### src/rtl/svc_axil_pkg.sv
// Shared AXI-Lite definitions for the svc interconnect routers.
// Holds response codes, router FSM states and a select-width helper.
package svc_axil_pkg;

    localparam logic [1:0] AXIL_RESP_OKAY   = 2'b00;
    localparam logic [1:0] AXIL_RESP_SLVERR = 2'b10;
    localparam logic [1:0] AXIL_RESP_DECERR = 2'b11;

    typedef enum logic {
        ST_IDLE   = 1'b0,
        ST_ACTIVE = 1'b1
    } rtr_state_t;

    // A single-port router still needs a 1-bit select field.
    function automatic int sel_width(input int n);
        return (n > 1) ? $clog2(n) : 1;
    endfunction

endpackage

### src/rtl/svc_axil_router_sel.sv
// Address decode shared by the AXI-Lite read and write routers.
// Ports: addr (in) -> sel (port index), bad (no such port), addr_out (stripped).
module svc_axil_router_sel
    import svc_axil_pkg::*;
#(
    parameter int ADDR_W = 32,
    parameter int OUT_W  = 28,
    parameter int NUM_S  = 2,
    parameter int SEL_W  = sel_width(NUM_S)
) (
    input  logic [ADDR_W-1:0] addr,
    output logic [SEL_W-1:0]  sel,
    output logic              bad,
    output logic [OUT_W-1:0]  addr_out
);

    localparam int LOW_W = ADDR_W - SEL_W;

    logic [SEL_W:0]   sel_ext;
    logic [LOW_W-1:0] low;
    logic             unused_addr;

    assign sel     = addr[ADDR_W-1 -: SEL_W];
    // One extra bit keeps the compare meaningful when NUM_S is a power of two.
    assign sel_ext = {1'b0, sel};
    assign bad     = (sel_ext >= NUM_S[SEL_W:0]);
    assign low     = addr[LOW_W-1:0];
    assign addr_out = OUT_W'(low);

    // Upper low-part bits may be dropped when OUT_W < LOW_W.
    assign unused_addr = ^addr;

endmodule

### src/rtl/svc_axil_router_wr.sv
// AXI-Lite write router: one manager to NUM_S subordinates, one txn at a time.
// Ports: clk/rst, s_axil_aw*/w*/b* upstream, m_axil_aw*/w*/b* per-port (flattened).
// Unmapped select values get a local DECERR. Define SVC_AXIL_ROUTER_WR_ASSERT_EN
// to compile in protocol assertions.
module svc_axil_router_wr
    import svc_axil_pkg::*;
#(
    parameter int S_AXIL_ADDR_WIDTH = 32,
    parameter int S_AXIL_DATA_WIDTH = 32,
    parameter int M_AXIL_ADDR_WIDTH = 28,
    parameter int M_AXIL_DATA_WIDTH = 32,
    parameter int NUM_S             = 2
) (
    input  logic                                   clk,
    input  logic                                   rst,

    input  logic                                   s_axil_awvalid,
    output logic                                   s_axil_awready,
    input  logic [S_AXIL_ADDR_WIDTH-1:0]           s_axil_awaddr,
    input  logic                                   s_axil_wvalid,
    output logic                                   s_axil_wready,
    input  logic [S_AXIL_DATA_WIDTH-1:0]           s_axil_wdata,
    input  logic [S_AXIL_DATA_WIDTH/8-1:0]         s_axil_wstrb,
    output logic                                   s_axil_bvalid,
    input  logic                                   s_axil_bready,
    output logic [1:0]                             s_axil_bresp,

    output logic [NUM_S-1:0]                       m_axil_awvalid,
    input  logic [NUM_S-1:0]                       m_axil_awready,
    output logic [NUM_S*M_AXIL_ADDR_WIDTH-1:0]     m_axil_awaddr,
    output logic [NUM_S-1:0]                       m_axil_wvalid,
    input  logic [NUM_S-1:0]                       m_axil_wready,
    output logic [NUM_S*M_AXIL_DATA_WIDTH-1:0]     m_axil_wdata,
    output logic [NUM_S*M_AXIL_DATA_WIDTH/8-1:0]   m_axil_wstrb,
    input  logic [NUM_S-1:0]                       m_axil_bvalid,
    output logic [NUM_S-1:0]                       m_axil_bready,
    input  logic [NUM_S*2-1:0]                     m_axil_bresp
);

    localparam int SEL_W   = sel_width(NUM_S);
    localparam int MAW     = M_AXIL_ADDR_WIDTH;
    localparam int MDW     = M_AXIL_DATA_WIDTH;
    localparam int MSTRB_W = M_AXIL_DATA_WIDTH / 8;

    rtr_state_t            state, state_nx;
    logic                  active;
    logic [SEL_W-1:0]      dec_sel, sel_q;
    logic                  dec_bad, bad_q;
    logic [MAW-1:0]        dec_addr;
    logic                  w_pending, err_bvalid, awready_q, aw_take, w_hs;
    logic [NUM_S-1:0]      awvalid_q;
    logic [NUM_S*MAW-1:0]  awaddr_q;
    logic [MDW-1:0]        wdata_m;
    logic [MSTRB_W-1:0]    wstrb_m;
    logic                  unused_w;

    svc_axil_router_sel #(
        .ADDR_W (S_AXIL_ADDR_WIDTH),
        .OUT_W  (MAW),
        .NUM_S  (NUM_S),
        .SEL_W  (SEL_W)
    ) u_sel (
        .addr     (s_axil_awaddr),
        .sel      (dec_sel),
        .bad      (dec_bad),
        .addr_out (dec_addr)
    );

    assign active  = (state == ST_ACTIVE);
    assign aw_take = !active && s_axil_awvalid;
    assign w_hs    = s_axil_wvalid && s_axil_wready;

    assign wdata_m  = MDW'(s_axil_wdata);
    assign wstrb_m  = MSTRB_W'(s_axil_wstrb);
    assign unused_w = ^{s_axil_wdata, s_axil_wstrb};

    assign s_axil_awready = awready_q;
    assign m_axil_awvalid = awvalid_q;
    assign m_axil_awaddr  = awaddr_q;
    // Data is broadcast; only the selected port's wvalid qualifies it.
    assign m_axil_wdata   = {NUM_S{wdata_m}};
    assign m_axil_wstrb   = {NUM_S{wstrb_m}};

    always_ff @(posedge clk or posedge rst) begin
        if (rst) begin
            state <= ST_IDLE;
        end else begin
            state <= state_nx;
        end
    end

    always_comb begin
        state_nx      = state;
        m_axil_wvalid = '0;
        m_axil_bready = '0;
        s_axil_wready = 1'b0;
        s_axil_bvalid = 1'b0;
        s_axil_bresp  = AXIL_RESP_OKAY;
        unique case (state)
            ST_IDLE: begin
                if (s_axil_awvalid) begin
                    state_nx = ST_ACTIVE;
                end
            end
            ST_ACTIVE: begin
                if (bad_q) begin
                    // Sink the data, then answer locally.
                    s_axil_wready = w_pending;
                    s_axil_bvalid = err_bvalid;
                    if (err_bvalid) begin
                        s_axil_bresp = AXIL_RESP_DECERR;
                    end
                end else begin
                    m_axil_wvalid[sel_q] = w_pending && s_axil_wvalid;
                    s_axil_wready = w_pending && m_axil_wready[sel_q];
                    s_axil_bvalid = m_axil_bvalid[sel_q];
                    s_axil_bresp  = m_axil_bresp[int'(sel_q)*2 +: 2];
                    m_axil_bready[sel_q] = s_axil_bready;
                end
                if (s_axil_bvalid && s_axil_bready) begin
                    state_nx = ST_IDLE;
                end
            end
            default: state_nx = ST_IDLE;
        endcase
    end

    always_ff @(posedge clk or posedge rst) begin
        if (rst) begin
            sel_q      <= '0;
            bad_q      <= 1'b0;
            w_pending  <= 1'b0;
            err_bvalid <= 1'b0;
            awready_q  <= 1'b0;
            awvalid_q  <= '0;
            awaddr_q   <= '0;
        end else begin
            awready_q <= aw_take;
            for (int i = 0; i < NUM_S; i++) begin
                if (m_axil_awready[i]) begin
                    awvalid_q[i] <= 1'b0;
                end
            end
            if (aw_take) begin
                sel_q      <= dec_sel;
                bad_q      <= dec_bad;
                w_pending  <= 1'b1;
                err_bvalid <= 1'b0;
                if (!dec_bad) begin
                    awvalid_q[dec_sel] <= 1'b1;
                    awaddr_q[int'(dec_sel)*MAW +: MAW] <= dec_addr;
                end
            end else begin
                if (w_hs) begin
                    w_pending <= 1'b0;
                    if (bad_q) begin
                        err_bvalid <= 1'b1;
                    end
                end
                if (bad_q && err_bvalid && s_axil_bready) begin
                    err_bvalid <= 1'b0;
                end
            end
        end
    end

`ifdef SVC_AXIL_ROUTER_WR_ASSERT_EN
    a_no_aw_active: assert property (@(posedge clk) disable iff (rst)
        (active && !s_axil_awready) |=> !s_axil_awready);
    a_awv_onehot: assert property (@(posedge clk) disable iff (rst)
        $onehot0(m_axil_awvalid));
    a_wv_onehot: assert property (@(posedge clk) disable iff (rst)
        $onehot0(m_axil_wvalid));
    a_bvalid_hold: assert property (@(posedge clk) disable iff (rst)
        (s_axil_bvalid && !s_axil_bready) |=> s_axil_bvalid);
    a_bresp_hold: assert property (@(posedge clk) disable iff (rst)
        (s_axil_bvalid && !s_axil_bready) |=> $stable(s_axil_bresp));
`endif

endmodule

### config.mk
export PLATFORM = sky130hd
export DESIGN_NAME = svc_axil_router_wr
export DESIGN_NICKNAME = d
export VERILOG_FILES = /design/src/rtl/svc_axil_pkg.sv /design/src/rtl/svc_axil_router_sel.sv /design/src/rtl/svc_axil_router_wr.sv
export SDC_FILE = /design/constraint.sdc
export NUM_CORES = 1
export LEC_CHECK = 0
export BUFFER_PORTS_ARGS = -buffer_cell sky130_fd_sc_hd__clkbuf_2
export CAP_MARGIN = 25
export CORE_MARGIN = 4
export CORE_UTILIZATION = 41
export CTS_CLUSTER_DIAMETER = 30
export CTS_CLUSTER_SIZE = 40
export DETAILED_ROUTE_END_ITERATION = 8
export GPL_TIMING_DRIVEN = 0
export PLACE_DENSITY = 0.81
export SLEW_MARGIN = 40
export SYNTH_ARGS = -nofsm -noshare
export SYNTH_HDL_FRONTEND = slang
export SYNTH_SLANG_ARGS = --single-unit
### constraint.sdc
create_clock -name clk -period 2.1 [get_ports clk]
set_input_delay 0.42 -clock clk [delete_from_list [all_inputs] [get_ports clk]]
set_output_delay 0.42 -clock clk [all_outputs]
set_load 0.02 [all_outputs]
==> out/qor.csv, run 1 <==
stage;metric;value;unit
yosys;synthesized-area fraction occupied by adder cells;0;%
sta;Worst slew margin;71.3;%
yosys;Post-synth EDFFs;0;
floorplan;cell row count;31;
setup_path;R2R depth;4;
place;Buffers on Ports;182;
yosys;cell taking the most area after synthesis;dfrtp_1;
setup_path;Buf+Inv Stages, Crit Path;2;
setup_path;stages on the worst setup path;4;
sta;RSZ-0062 raised after global routing;false;
clock_tree;Worst-path clk slew;0.07;ns
cells_and_area;Multi-input gate area;831;µm²
setup_path;Worst setup SP type;flip-flop;
yosys;Seq/Total Area, Yosys;51.5;%
cells_and_area;fin area;4250;µm²
clock_tree;CTS tree;built;
global_routing;vias in the first global route;2398;
yosys;mean area per synthesized cell;13.3;µm²
sta;worst-margin pin slew;0.431;ns
clock_tree;post-CTS setup buffer count;0;
detailed_routing;routed vias;2258;
pwr;Lkg Pwr;2.36;nW
cells_and_area;number of diodes;0;
setup_path;r2r startpoint;active$_DFF_PP0_;
yosys;asr flop ratio synth;100;%
pwr;P_int;3.38;mW
yosys;dominant cell by count in the synthesized netlist;buf_4;
setup_path;crit end category;primary output;
sta;final hold violations;0;
sta;Final Setup Violations;0;
sta;final setup margin;0.362;ns
place;dpl hpwl;5590;µm
floorplan;Initial Utilization;41.8;%
detailed_routing;TritonRoute pass-1 iters;3;
yosys;area fraction in compound gates after synthesis;1.33;%
floorplan;Die ar.;8790;µm²
setup_path;R2R setup slack;0.66;ns
sta;Final Critical Period;1.74;ns
clock_tree;# hold bufs at CTS;0;
clock_tree;H-tree Lvls;3;
setup_path;Critical Path Max Stage Delay;0.31;ns
setup_path;Worst setup startpoint;sel_q$_DFFE_PP0P_;
setup_path;Critical R2R Capture;m_axil_awaddr[8]$_DFFE_PP0P_;
sta;FMAX;575;MHz
run_status;status;completed;
yosys;Main synth FF type;dfrtp_1;
pwr;Comb power frac;46.4;%
pwr;clock power share;16.5;%
floorplan;die height;93.8;µm
detailed_routing;Vias/cell;4.32;
setup_path;Crit Path Category;reg -> out;
pwr;P per Cell Area;1310;nW/µm²
yosys;XOR/XNOR Fraction of Synth Area;0;%
yosys;number of synthesized register bits;62;
setup_path;Setup crit end;s_axil_wready;
yosys;largest family of logic cells by synthesized area;multiplexers;
clock_tree;worst skew pair latency;0.32;ns
clock_tree;Post-CTS Resized;0;
floorplan;CORE AREA;7210;µm²
setup_path;Critical Path, Cell by Cell;buf_2 > mux2i_1 > nor2_1 > clkbuf_2;
global_routing;first-pass GRT wire length;10700;µm
pwr;IR drop worst, VDD;712;µV
sta;crit share post-route;82.8;%
setup_path;WP data required;1.68;ns
yosys;Yosys cell types;19;
setup_path;Slowest-stage cell, CP;dfrtp_1;
yosys;synthesized cell area;3020;µm²
setup_path;crit-path leading delay family;buffers and inverters;
detailed_routing;Post-Route WL;6860;µm
yosys;Simple-Gate Fraction of Synth Area;2.86;%
pwr;Pwr Total;5.58;mW
global_routing;remaining global-route overflow;0;
sta;Fin Clk Skew;0.00704;ns
flow_run;MaxCap Viol Count;0;
place;Post-Place Setup Slack;0.601;ns
setup_path;Worst Path Arrival;1.32;ns
cells_and_area;FF+latch area;1550;µm²
place;Final Wtd Congestion;0.687;
yosys;synth top area cells;dfrtp_1 51%, buf_4 18%, mux2_2 17%;
yosys;post-synthesis mux area share;23.4;%
floorplan;# IOs;222;
setup_path;CP max FO;8;
pwr;sw frac;39.4;%
yosys;Synth top area share;51.5;%
detailed_routing;initial drt markers;51;
clock_tree;Root Driver;clkbuf_8;
place;placed cell area;4070;µm²
sta;setup_tns;0;ns
worst_hold_path;min-delay worst type;in -> async;
global_routing;largest net degree at the start of global routing;36;
cells_and_area;Layout Utilization;58.9;%
floorplan;Die X;93.8;µm
pwr;switching pwr;2.20;mW
cells_and_area;share of layout cells above drive strength 1;78.8;%
clock_tree;CTS max path bufs;2;
global_routing;GRT Total Usage;15.6;%
pwr;Flop pwr share;37.2;%
yosys;Syn Nets;309;
detailed_routing;DRC Markers;0;
detailed_routing;DR WL/cell;13.1;µm
cells_and_area;fill count;602;
sta;max-slew violation count;0;
yosys;commonest cells in the netlist;72 x buf_4, 62 x dfrtp_1, 45 x mux2_2;
cells_and_area;P&R area growth vs syn;40.9;%
global_routing;initial antenna violation count;0;
clock_tree;CTS sink count;62;
yosys;Post-Syn Instances;226;
detailed_routing;Final ANT Viol Nets;0;
cells_and_area;nets@finish;503;
yosys;Ys Warns;0;
clock_tree;clock buffer count from CTS;9;
==> cell families (layout without fill, tap and decap cells) <==
logic type | Yosys count | count (layout)
and+or+nand+nor | 15 | 15
buffers and inverters | 84 | 282
DFF | 62 | 62
muxes | 60 | 60
AOI/OAI and AO/OA | 5 | 5
==> worst min-delay path by stage <==
stage / depth (start not counted) / to / startpoint
3_3_place_gp: 1 / m_axil_awvalid[0]$_DFF_PP0_ / m_axil_awvalid[0]$_DFF_PP0_
3_5_place_dp: 2 / m_axil_awaddr[29]$_DFFE_PP0P_ / rst
5_1_grt: 2 / m_axil_awaddr[34]$_DFFE_PP0P_ / rst
4_1_cts: 2 / m_axil_awaddr[51]$_DFFE_PP0P_ / rst
6_report: 2 / m_axil_awaddr[29]$_DFFE_PP0P_ / rst
2_1_floorplan: 1 / w_pending$_DFFE_PP0P_ / w_pending$_DFFE_PP0P_
==> state kept, by name, summed over array words and instances, names as in the netlist <==
signal          flops
m_axil_awvalid      2
sel_q               1
active              1
w_pending           1
m_axil_awaddr      56
s_axil_awready      1
==> cells in the final DEF, fill, tap and decap left out, drive strengths merged <==
cell type / instances
clkbuf: 194
buf: 81
dfrtp: 62
mux2: 56
nor2: 5
nor2b: 4
mux2i: 4
inv: 4
nand2: 3
o22a: 2
clkinvlp: 2
nor3b: 1
nand3b: 1
o21ba: 1
nand3: 1
a21o: 1
o21ai: 1
clkinv: 1
==> stage by stage <==
step	hold WS (ns)	std cells
6_report	0.0979	523
5_1_grt	0.114	523
4_1_cts	0.102	523
3_5_place_dp	0.464	508
3_3_place_gp	0.464	507
2_1_floorplan	0.503	226
==> per-layer routing <==
| layer | global-route usage, % | share of wire, % |
|---|---|---|
| met1 | 17.6 | 37 |
| met2 | 26.8 | 51 |
| met3 | 6.57 | 11 |
| met4 | 4.33 | 0.85 |
| met5 | 0 | 0 |
==> cell type report <==
type | count | share of cell area (%)
clock buffer | 12 | 3.65
inverter | 4 | 0.412
clock inverter | 3 | 0.471
sequential | 62 | 36.5
buffer | 80 | 14.6
tap | 99 | 2.92
multi-input combinational | 80 | 19.6
timing repair buffer | 183 | 21.9
==> power groups by stage <==
stage / Sequential [mW] / Clock, mW / Combinational (mW)
after floorplan: 2.77 / 0 / 1.03
after global placement: 2.06 / 0 / 2.57
after detailed placement: 2.10 / 0 / 2.63
after CTS: 2.08 / 0.953 / 2.63
after global routing: 2.16 / 1.00 / 2.76
final: 2.07 / 0.920 / 2.59
Power figures use the tool's default switching activity.
==> run 2, diff against run 1 <==
--- a/config.mk
+++ b/config.mk
@@ -8,12 +8,12 @@
 export BUFFER_PORTS_ARGS = -buffer_cell sky130_fd_sc_hd__clkbuf_2
 export CAP_MARGIN = 25
 export CORE_MARGIN = 4
-export CORE_UTILIZATION = 41
+export CORE_UTILIZATION = 37
 export CTS_CLUSTER_DIAMETER = 30
 export CTS_CLUSTER_SIZE = 40
 export DETAILED_ROUTE_END_ITERATION = 8
 export GPL_TIMING_DRIVEN = 0
-export PLACE_DENSITY = 0.81
+export PLACE_DENSITY = 0.77
 export SLEW_MARGIN = 40
 export SYNTH_ARGS = -nofsm -noshare
 export SYNTH_HDL_FRONTEND = slang
==> constraint.sdc (replaced) <==
create_clock -name clk -period 1.5 [get_ports clk]
set_input_delay 0.3 -clock clk [delete_from_list [all_inputs] [get_ports clk]]
set_output_delay 0.3 -clock clk [all_outputs]
set_load 0.02 [all_outputs]
==> run 2 against run 1 <==
Compared with the run above: the run now ends with negative setup slack left; first-iteration DRC count decreased by 49%; register-to-register slack got worse by 0.66 ns; critical path depth unchanged; critical path type unchanged; highest routed layer unchanged.
==> out/qor.csv, run 2 (synthesized netlist as in run 1, its figures left out) <==
stage;metric;value;unit;change
global_routing;vias in the first global route;2503;;+4.4%
sta;final hold violations;0;;unchanged
setup_path;Worst setup SP type;flip-flop;;
setup_path;Critical R2R Capture;m_axil_awaddr[6]$_DFFE_PP0P_;;
pwr;sw frac;37.3;%;-2.1 points
global_routing;remaining global-route overflow;0;;unchanged
cells_and_area;most frequent cells in the layout;174 x clkbuf_2, 82 x buf_4, 62 x dfrtp_1;;
cells_and_area;fill count;653;;+8.5%
sta;final setup margin;-0.0990;ns;-0.461 ns
setup_path;r2r startpoint;active$_DFF_PP0_;;
pwr;clock power share;18.3;%;+1.8 points
sta;worst-margin pin slew;0.334;ns;-0.0972 ns
floorplan;Die ar.;9660;µm²;+9.9%
run_status;failing checks;negative setup slack;;
pwr;Pwr Total;8.73;mW;+56%
setup_path;Slowest-stage cell, CP;dfrtp_1;;
clock_tree;H-tree Lvls;3;;unchanged
detailed_routing;Post-Route WL;7960;µm;+16%
place;placed instance count;512;;+0.79%
place;Buffers on Ports;182;;unchanged
global_routing;GRT Total Usage;15.6;%;about the same
cells_and_area;number of diodes;0;;unchanged
place;Final Wtd Congestion;0.779;;+13%
floorplan;die height;98.3;µm;+4.8%
clock_tree;worst skew pair latency;0.33;ns;about the same
sta;max-slew violation count;0;;unchanged
setup_path;CP max FO;6;;-2
pwr;Flop pwr share;33.7;%;-3.5 points
cells_and_area;P&R area growth vs syn;54.0;%;
detailed_routing;DRC Markers;0;;unchanged
setup_path;CP most frequent cell;buf_6;;
setup_path;WP data required;1.20;ns;-0.48 ns
flow_run;MaxCap Viol Count;0;;unchanged
global_routing;largest net degree at the start of global routing;27;;-25%
detailed_routing;TritonRoute pass-1 iters;4;;+1
global_routing;initial antenna violation count;0;;unchanged
setup_path;Crit Path Category;reg -> out;;
pwr;IR drop worst, VDD;885;µV;+24%
pwr;P_int;5.47;mW;+62%
clock_tree;clock buffer count from CTS;9;;unchanged
cells_and_area;nets@finish;515;;+2.4%
clock_tree;Worst-path clk slew;0.07;ns;about the same
place;dpl hpwl;5770;µm;+3.1%
detailed_routing;routed vias;2365;;+4.7%
worst_hold_path;HP Start;m_axil_awready[1];;
detailed_routing;initial drt markers;26;;-49%
clock_tree;CTS tree;built;;
cells_and_area;Layout Utilization;59.5;%;+0.59 points
cells_and_area;max reg flops;56;;unchanged
setup_path;Worst Path Arrival;1.30;ns;-0.02 ns
setup_path;R2R depth;5;;+1
worst_hold_path;hold depth;2;;
clock_tree;CTS max path bufs;2;;unchanged
sta;Worst slew margin;77.7;%;+6.4 points
floorplan;# IOs;222;;unchanged
detailed_routing;Vias/cell;4.39;;+1.6%
floorplan;cell row count;32;;+3.2%
floorplan;CORE AREA;7810;µm²;+8.2%
clock_tree;CTS sink count;62;;unchanged
clock_tree;Root Driver;clkbuf_8;;
global_routing;first-pass GRT wire length;12000;µm;+12%
cells_and_area;share of layout cells above drive strength 1;81.2;%;+2.5 points
setup_path;Critical Path, Cell by Cell;buf_6 > mux2i_4 > nor2b_2 > buf_6;;
cells_and_area;commonest non-fill, non-tap cell in the layout;clkbuf_2;;
cells_and_area;Layout Cells excl Fill;539;;+3.1%
worst_hold_path;min-delay worst type;in -> reg;;
sta;Final Setup Violations;7;;+7
setup_path;R2R setup slack;0;ns;-0.66 ns
worst_hold_path;Hold EP;m_axil_awvalid[1]$_DFF_PP0_;;
pwr;switching pwr;3.26;mW;+48%
pwr;Lkg Pwr;2.56;nW;+8.3%
sta;Fin Clk Skew;0.0127;ns;+0.00569 ns
detailed_routing;Final ANT Viol Nets;0;;unchanged
pwr;P per Cell Area;1880;nW/µm²;+43%
floorplan;Die X;98.3;µm;+4.8%
sta;RSZ-0062 raised after global routing;true;;
setup_path;Critical Path Max Stage Delay;0.38;ns;+0.07 ns
setup_path;Worst setup startpoint;sel_q$_DFFE_PP0P_;;
floorplan;Initial Utilization;38.6;%;-3.2 points
sta;Final Critical Period;1.60;ns;
pwr;Comb power frac;48.0;%;+1.6 points
setup_path;crit end category;primary output;;
detailed_routing;DR WL/cell;14.8;µm;+13%
place;Post-Place Setup Slack;0.0339;ns;-0.567 ns
run_status;status;finished with violations;;
sta;worst-case hold slack;0.138;ns;+0.0402 ns
sta;FMAX;625;MHz;
sta;crit share post-route;107;%;
==> run 2: metrics by stage <==
stage / setup TNS, ns / instance area [µm²]
finish: -0.345 / 4640
global route: -2.28 / 4640
CTS: -0.546 / 4390
detailed placement: 0 / 4100
global placement: 0 / 4060
floorplan: 0 / 3020
==> run 2: power by group through the flow <==
stage / Clock (mW) / Combinational, mW / Sequential [mW]
floorplan: 0 / 1.44 / 3.87
global placement: 0 / 3.60 / 2.91
detailed placement: 0 / 3.68 / 2.94
CTS: 1.64 / 3.81 / 2.93
global route: 1.73 / 4.45 / 3.07
finish: 1.59 / 4.19 / 2.95
==> run 2: repair_timing <==
action,CTS,global route
setup endpoints to repair,8,36
pin swaps,4,2
cloned,1,3
gates resized for setup,15,60
hold buffers,1,0
hold endpoints to repair,11,0
setup buffers,3,3
==> run 2: layer usage <==
layer	vias to the layer above	global-route usage (%)	share of wire [%]
li1	1090	-	-
met1	1115	18.0	38
met2	150	26.1	50
met3	10	6.07	11
met4	0	5.99	1.5
met5	-	0	0
==> run 2: worst max-delay path by stage <==
stage                                               end  slack (ns)  cells past startpoint
after global placement    m_axil_awaddr[11]$_DFFE_PP0P_        0.06                      4
after detailed placement  m_axil_awaddr[13]$_DFFE_PP0P_        0.03                      4
after CTS                                 s_axil_bvalid        -0.1                      4
after global routing                      s_axil_bvalid       -0.18                      4
final                                     s_axil_bvalid        -0.1                      4
after floorplan            m_axil_awaddr[0]$_DFFE_PP0P_        0.16                      4
==> run 2: worst max-delay path: cells and delay by family, from the launching register on <==
kind,cells,cell delay [ns]
and+or+nand+nor,1,0.13
buffers and inverters,2,0.27
DFF,1,0.38
muxes,1,0.19
==> run 2: layout make-up <==
type / instances / area [µm²] / area share, %
Buffer: 80 / 641 / 13.8
Clock buffer: 12 / 145 / 3.13
Timing Repair Buffer: 195 / 1100 / 23.8
Multi-Input combinational cell: 80 / 986 / 21.2
Sequential cell: 62 / 1550 / 33.4
Tap cell: 102 / 128 / 2.75
Clock inverter: 4 / 70.1 / 1.51
Inverter: 4 / 18.8 / 0.404
==> run 3, diff against run 2 <==
--- a/config.mk
+++ b/config.mk
@@ -13,7 +13,7 @@
 export CTS_CLUSTER_SIZE = 40
 export DETAILED_ROUTE_END_ITERATION = 8
 export GPL_TIMING_DRIVEN = 0
-export PLACE_DENSITY = 0.77
+export PLACE_DENSITY_LB_ADDON = 0.3
 export SLEW_MARGIN = 40
 export SYNTH_ARGS = -nofsm -noshare
 export SYNTH_HDL_FRONTEND = slang
==> constraint.sdc (replaced) <==
create_clock -name clk -period 1.4 [get_ports clk]
set_input_delay 0.28 -clock clk [delete_from_list [all_inputs] [get_ports clk]]
set_output_delay 0.28 -clock clk [all_outputs]
set_load 0.02 [all_outputs]
==> run 3 against run 2 <==
Compared with the run above: critical endpoint is now s_axil_wready; power up 3.2%; global-route usage down 0.11 points; via count down 1.1%; the run still ends with negative setup slack left.
==> out/qor.csv, run 3 (synthesized netlist as in run 1, its figures left out) <==
stage;metric;value;unit;change
global_routing;largest net degree at the start of global routing;26;;-3.7%
detailed_routing;Vias/cell;4.32;;-1.6%
setup_path;r2r startpoint;active$_DFF_PP0_;;
place;dpl hpwl;5530;µm;-4.0%
clock_tree;Root Driver;clkbuf_8;;
sta;worst-margin pin slew;0.420;ns;+0.0862 ns
sta;worst-case hold slack;0.135;ns;-0.00301 ns
setup_path;WP data required;1.12;ns;-0.08 ns
floorplan;Die ar.;9660;µm²;unchanged
run_status;failing checks;negative setup slack;;
cells_and_area;most frequent cells in the layout;174 x clkbuf_2, 80 x buf_4, 62 x dfrtp_1;;
cells_and_area;FF+latch area;1550;µm²;unchanged
setup_path;Critical R2R Capture;m_axil_awaddr[10]$_DFFE_PP0P_;;
setup_path;Worst setup SP type;flip-flop;;
place;Final Wtd Congestion;0.674;;-14%
global_routing;GRT Total Usage;15.4;%;-0.11 points
cells_and_area;Layout Utilization;60.1;%;+0.61 points
floorplan;# IOs;222;;unchanged
clock_tree;CTS sink count;62;;unchanged
clock_tree;worst skew pair latency;0.33;ns;about the same
clock_tree;clock buffer count from CTS;9;;unchanged
detailed_routing;TritonRoute pass-1 iters;4;;unchanged
detailed_routing;Final ANT Viol Nets;0;;unchanged
sta;FMAX;637;MHz;
detailed_routing;Post-Route WL;7530;µm;-5.4%
setup_path;Slowest-stage cell, CP;dfrtp_1;;
floorplan;Initial Utilization;38.6;%;unchanged
clock_tree;CTS tree;built;;
cells_and_area;share of layout cells above drive strength 1;81.4;%;+0.13 points
clock_tree;CTS max path bufs;2;;unchanged
floorplan;CORE AREA;7810;µm²;unchanged
floorplan;cell row count;32;;unchanged
detailed_routing;DRC Markers;0;;unchanged
setup_path;Worst setup startpoint;sel_q$_DFFE_PP0P_;;
setup_path;Critical Path Max Stage Delay;0.34;ns;-0.04 ns
clock_tree;Worst-path clk slew;0.07;ns;about the same
sta;Final Setup Violations;37;;+30
cells_and_area;nets@finish;518;;+0.58%
global_routing;remaining global-route overflow;0;;unchanged
sta;Worst slew margin;71.9;%;-5.8 points
clock_tree;H-tree Lvls;3;;unchanged
global_routing;vias in the first global route;2479;;-0.96%
pwr;Lkg Pwr;2.57;nW;+0.38%
cells_and_area;fin area;4690;µm²;+1.0%
setup_path;CP max FO;7;;+1
run_status;status;finished with violations;;
sta;Final Critical Period;1.57;ns;
flow_run;MaxCap Viol Count;0;;unchanged
setup_path;crit end category;primary output;;
cells_and_area;number of diodes;0;;unchanged
cells_and_area;fill count;658;;+0.77%
sta;crit share post-route;112;%;
global_routing;initial antenna violation count;0;;unchanged
sta;Fin Clk Skew;0.0121;ns;-0.000680 ns
sta;final hold violations;0;;unchanged
floorplan;Die X;98.3;µm;unchanged
setup_path;Worst Path Arrival;1.29;ns;about the same
place;placed cell area;4110;µm²;+0.18%
worst_hold_path;min-delay worst type;in -> reg;;
setup_path;R2R depth;6;;+1
pwr;P per Cell Area;1920;nW/µm²;+2.1%
place;Post-Place Setup Slack;-0.0631;ns;-0.0970 ns
setup_path;Critical Path, Cell by Cell;buf_6 > mux2i_2 > nor2_1 > buf_2;;
cells_and_area;P&R area growth vs syn;55.6;%;
detailed_routing;routed vias;2340;;-1.1%
detailed_routing;initial drt markers;19;;-27%
cells_and_area;commonest non-fill, non-tap cell in the layout;clkbuf_2;;
setup_path;Setup crit end;s_axil_wready;;
setup_path;R2R setup slack;-0.14;ns;-0.14 ns
cells_and_area;max reg flops;56;;unchanged
pwr;IR drop worst, VDD;1120;µV;+26%
floorplan;die height;98.3;µm;unchanged
setup_path;Crit Path Category;reg -> out;;
place;Buffers on Ports;182;;unchanged
detailed_routing;DR WL/cell;13.9;µm;-5.9%
sta;final setup margin;-0.170;ns;-0.0710 ns
sta;RSZ-0062 raised after global routing;true;;
sta;max-slew violation count;0;;unchanged
global_routing;first-pass GRT wire length;12000;µm;about the same
cells_and_area;Multi-input gate area;1000;µm²;+1.6%
run 3: cell count changes in the layout (fill, tap and decap cells not counted), sizes merged:
cell | previous run | this run
buf | 99 | 103
bufinv | 2 | 0
clkbuf | 187 | 186
clkinv | 2 | 3
clkinvlp | 1 | 2
run 3: worst max-delay path: cells and delay by family, from the launching register on:
family	cells	cell delay, ns
buffers and inverters	2	0.31
DFF	1	0.34
muxes	1	0.25
and+or+nand+nor	1	0.08
run 3: layout make-up:
| class | instances | share of cell area, % |
|---|---|---|
| well taps | 102 | 2.72 |
| flip-flops and latches | 62 | 33.1 |
| inverters | 4 | 0.400 |
| clock inverters | 4 | 0.480 |
| multi-input cells | 80 | 21.4 |
| clock buffers | 12 | 3.09 |
| plain buffers | 80 | 13.6 |
| repair buffers | 198 | 25.3 |
run 3: worst min path at each step:
stage	startpoint	endpoint	slack (ns)	cells after the start
after floorplan	m_axil_awready[1]	m_axil_awvalid[1]$_DFF_PP0_	0.38	1
after global placement	m_axil_awready[1]	m_axil_awvalid[1]$_DFF_PP0_	0.46	2
after detailed placement	rst	w_pending$_DFFE_PP0P_	0.29	2
after CTS	m_axil_awready[1]	m_axil_awvalid[1]$_DFF_PP0_	0.12	2
after global routing	m_axil_awready[1]	m_axil_awvalid[1]$_DFF_PP0_	0.12	2
final	m_axil_awready[1]	m_axil_awvalid[1]$_DFF_PP0_	0.14	2
run 3: power breakdown:
group | switching [mW] | internal, mW | total [mW] | leakage [nW]
Clock | 0.662 | 0.682 | 1.34 | 0.0861
Sequential | 0.490 | 2.67 | 3.16 | 0.740
Combinational | 2.34 | 2.17 | 4.51 | 1.74
Total | 3.49 | 5.52 | 9.01 | 2.57
run 3: through the flow:
| step | total power [mW] | instances | TNS, ns |
|---|---|---|---|
| 2_1_floorplan | 5.69 | 226 | 0 |
| 3_3_place_gp | 6.98 | 510 | -1.30 |
| 3_5_place_dp | 7.08 | 512 | -1.46 |
| 4_1_cts | 9.00 | 539 | -3.89 |
| 5_1_grt | 9.52 | 542 | -6.23 |
| 6_report | 9.01 | 542 | -3.84 |
run 3: metal layers:
metal | up-vias | GRT usage (%) | share of wire (%)
met5 | - | 0 | 0
met4 | 0 | 5.67 | 1.5
met3 | 11 | 5.43 | 10
met2 | 125 | 26.3 | 50
met1 | 1108 | 18.0 | 38
li1 | 1096 | - | -
run 3: timing repair:
action,in CTS,in global routing
setup endpoints to repair,36,41
resized for setup,57,18
setup buffers,6,5
endpoints found under the hold margin,13,0
cloned,4,0
hold buffers,1,0
pin swaps,4,2
